### src/rtl/universal_shift_reg.sv
// universal_shift_reg
// WIDTH-bit register with hold, shift-right, shift-left and parallel load.
// Serial and parallel inputs and outputs are provided. A fill counter tracks
// how many valid bits have entered the register, and a one-cycle done pulse
// marks the first time the register becomes full through shifting.
//
// Handshake/timing contract: there is no valid/ready pair. Every rising
// edge with rst=1 is one operation. clr has priority over en/mode. All
// outputs come straight from registers, so there is no combinational path
// from any input to any output.
module universal_shift_reg #(
    parameter  int WIDTH = 8,
    localparam int CNT_W = $clog2(WIDTH + 1)
) (
    input  logic             clk,
    input  logic             rst,
    input  logic             en,
    input  logic             clr,
    input  logic [1:0]       mode,
    input  logic             sin_r,
    input  logic             sin_l,
    input  logic [WIDTH-1:0] pin,
    output logic [WIDTH-1:0] pout,
    output logic             sout_r,
    output logic             sout_l,
    output logic [CNT_W-1:0] fill,
    output logic             full,
    output logic             done
);

    typedef enum logic [1:0] {
        MODE_HOLD  = 2'b00,
        MODE_RIGHT = 2'b01,
        MODE_LEFT  = 2'b10,
        MODE_LOAD  = 2'b11
    } mode_e;

    localparam logic [CNT_W-1:0] FILL_MAX = CNT_W'(WIDTH);
    localparam logic [CNT_W-1:0] FILL_ONE = CNT_W'(1);

    logic [WIDTH-1:0] q;
    logic [WIDTH-1:0] q_next;
    logic [CNT_W-1:0] fill_q;
    logic [CNT_W-1:0] fill_next;
    logic             done_q;
    logic             done_next;
    logic             shift_op;

    // Next-state selection: clr beats en/mode; a shift also advances the
    // saturating fill count and decides whether this edge completes the fill.
    always_comb begin
        q_next    = q;
        fill_next = fill_q;
        done_next = 1'b0;
        shift_op  = 1'b0;
        if (clr) begin
            q_next    = '0;
            fill_next = '0;
        end else if (en) begin
            unique case (mode_e'(mode))
                MODE_HOLD: begin
                    q_next = q;
                end
                MODE_RIGHT: begin
                    q_next   = {sin_r, q[WIDTH-1:1]};
                    shift_op = 1'b1;
                end
                MODE_LEFT: begin
                    q_next   = {q[WIDTH-2:0], sin_l};
                    shift_op = 1'b1;
                end
                MODE_LOAD: begin
                    q_next    = pin;
                    fill_next = FILL_MAX;
                end
                default: begin
                    q_next = q;
                end
            endcase
        end
        if (shift_op) begin
            // Only the transition WIDTH-1 -> WIDTH pulses done; shifting
            // while already full keeps the count pinned and stays quiet.
            if (fill_q == FILL_MAX) begin
                fill_next = FILL_MAX;
            end else begin
                fill_next = fill_q + FILL_ONE;
            end
            done_next = (fill_q == (FILL_MAX - FILL_ONE));
        end
    end

    // State register with asynchronous active-low reset.
    always_ff @(posedge clk or negedge rst) begin
        if (!rst) begin
            q      <= '0;
            fill_q <= '0;
            done_q <= 1'b0;
        end else begin
            q      <= q_next;
            fill_q <= fill_next;
            done_q <= done_next;
        end
    end

    assign pout   = q;
    assign sout_r = q[0];
    assign sout_l = q[WIDTH-1];
    assign fill   = fill_q;
    assign full   = (fill_q == FILL_MAX);
    assign done   = done_q;

endmodule

### config.mk
export PLATFORM = sky130hd
export DESIGN_NAME = universal_shift_reg
export DESIGN_NICKNAME = d
export VERILOG_FILES = /design/src/rtl/universal_shift_reg.sv
export SDC_FILE = /design/constraint.sdc
export NUM_CORES = 1
export LEC_CHECK = 0
export CORE_MARGIN = 2
export CORE_UTILIZATION = 42
export CTS_CLUSTER_SIZE = 20
export DETAILED_ROUTE_END_ITERATION = 10
export PLACE_DENSITY = 0.86
export SLEW_MARGIN = 40
export SYNTH_ARGS = -nofsm -noshare
export SYNTH_HDL_FRONTEND = slang
export SYNTH_SLANG_ARGS = --single-unit
### constraint.sdc
create_clock -name clk -period 1.9 [get_ports clk]
set_input_delay 0.38 -clock clk [delete_from_list [all_inputs] [get_ports clk]]
set_output_delay 0.38 -clock clk [all_outputs]
set_load 0.01 [all_outputs]
==> results.cfg <==
[outcome]
run_status = completed

[placement]
gp_congestion = 0.748
portBuffers = 31
pre_cts_ws_ns = -0.0583
hpwlAfterDp_um = 1450

[drt]
drt-pass1-iter-count = 4
ant_nets = 0
drc = 0
vias_per_cell = 5.28
wl_per_cell_um = 13.2
drt-initial-drc-count = 20
num_vias = 766
drt-total-wl_um = 1920

[critical_path]
r2r-end = fill[0]$_DFFE_PN0P_
crit_type = reg -> out
crit_arrival_ns = 1.37
critPathLaunchType = register
critPathMaxFanout = 2
rrSetupSlack_ns = 0.54
cp-startpoint = fill[0]$_DFFE_PN0P_
worstPathRequired_ns = 1.52
rr_startpoint = fill[0]$_DFFE_PN0P_
reg2reg_depth = 5
end_kind = primary output

[clock_tree]
cts_hold_buf = 0
cts_root_buffer = clkbuf_4
cts_tree = built
clock_latency_ns = 0.27
numCtsBuffers = 3
cts_max_level = 1
cts.path.max_buffers = 2
cts_num_sinks = 13
clk_pin_slew_ns = 0.08

[yosys]
synthAdderAreaFrac_pct = 7.79
seq_area_frac_synth_pct = 40.5
syn-instance-count = 82
synthXorXnorAreaFrac_pct = 0
synth_compound_area_share_pct = 23.7
ys_seq_elements = 13
syn_area_per_cell_um2 = 9.80
synth_top_family_by_area = compound AO/OA/AOI/OAI gates
synth_fp_nets = 103
synthesis.area_um2 = 803
synth_mux_area_share_pct = 2.65
yosys.area_share.simple_pct = 16.0
synth_warnings = 0
synth_cell_types = 27

[global_route]
grt_first_pass_wirelength_um = 3040
grt_use_total_pct = 19.2
grt_max_degree = 17
grt_overflow_total = 0
grt_pass1_vias = 684
antenna_found_initial = 0

[power]
leakagePower_nw = 0.510
p_total_mw = 0.674
ir_drop_mv = 0.329
p_per_area_nw_per_um2 = 567

[timing]
worst_slack_ns = 0.152
fmax_mhz = 572
final_max_slew_viol_count = 0
fin_skew_ns = 0.00560
maxSlewHeadroom_pct = 61.9
rsz0062_at_grt = no
period_needed_ns = 1.75
setup_viol = 0
holdWs_ns = 0.466
period_share_pct = 92.0
setup_tns_ns = 0
tightest_slew_ns = 0.570
hold_viol = 0

[final_layout]
nets = 142
antenna_cells = 0
area_growth_pct = 48.0
mostFrequentLayoutCells = clkdlybuf4s50_1 (30), dfrtp_1 (13), nand2_1 (11)
final_util_pct = 67.4
final_layout_size_suffix_gt1_share_pct = 15.8
final_common_cell = clkdlybuf4s50_1

[floorplan]
die_h_um = 47.7
die_w_um = 47.7
start_util_pct = 45.5
dieArea_um2 = 2280
rows = 15
core-area_um2 = 1760
io_pins = 32

[worst_hold_path]
hold_class = in -> async

[job]
cap_violations = 0
-- state kept, by name (all words and copies together) (netlist names) --
name  cells
done      1
fill      4
pout      8
-- worst max-delay path: stages (launching register included) --
cell	delay (ns)
dfrtp_1	0.37
inv_1	0.05
ha_1	0.20
and3b_1	0.19
dlygate4sd2_1	0.28
-- logic make-up after synthesis --
kind of cell               Yosys count
DFF                                 13
buffers and inverters               12
AOI/OAI and AO/OA                   23
adders and majority gates            5
muxes                                2
and+or+nand+nor                     27
-- final cells by class --
cell class / count / area, um^2
fill: 157 / 576
multi-input combinational: 57 / 403
timing repair buffer: 41 / 384
sequential: 13 / 325
tap: 25 / 31.3
clock buffer: 4 / 26.3
inverter: 5 / 18.8
-- synthesized netlist by cell type (all sizes together) --
master	instances	area share [%]
nand3	1	0.62
nand4b	1	1.1
clkbuf	1	0.47
or3	1	0.78
a211oi	1	0.93
mux2	1	1.4
nor2b	1	0.78
and3b	1	1.1
a21o	1	0.93
a22oi	8	7.5
o21ai	1	0.62
a21oi	2	1.2
nor3b	1	0.93
inv	5	2.3
buf	6	6.5
ha	5	7.8
mux2i	1	1.2
a32oi	1	1.1
dfrtp	13	40
nand2	11	5.1
a311oi	8	10
nor2	10	5.6
a221oi	1	1.1
-- repair_timing --
item	CTS	global route
setup endpoints to repair	1	0
buffers inserted	2	0
resized for setup	1	0
-- where the power goes --
group	total, mW	switching [mW]	leakage [nW]	internal (mW)
clock network	0.169	0.0880	0.0150	0.0812
logic	0.194	0.0852	0.320	0.109
registers	0.311	0.0184	0.175	0.293
total	0.674	0.192	0.510	0.483
-- per-stage QoR --
stage                     area, um^2  cells
after floorplan                  803     82
after global placement          1150    139
after detailed placement        1150    139
after CTS                       1190    145
after global routing            1190    145
final                           1190    145
-- worst max path at each step --
stage	endpoint	slack [ns]	depth (start not counted)
after floorplan	fill[0]$_DFFE_PN0P_	0.45	5
after global placement	fill[2]$_DFFE_PN0P_	-0.03	6
after detailed placement	fill[2]$_DFFE_PN0P_	-0.06	6
after CTS	full	0.16	4
after global routing	full	0.09	4
final	full	0.15	4
-- routing by layer --
metal	vias up	track usage [%]	part of all wire [%]
met5	-	0	0
met3	2	2.64	5.5
met1	361	24.6	43
li1	378	-	-
met4	0	8.65	0.99
met2	25	32.0	51
(Power assumes the default switching activity.)
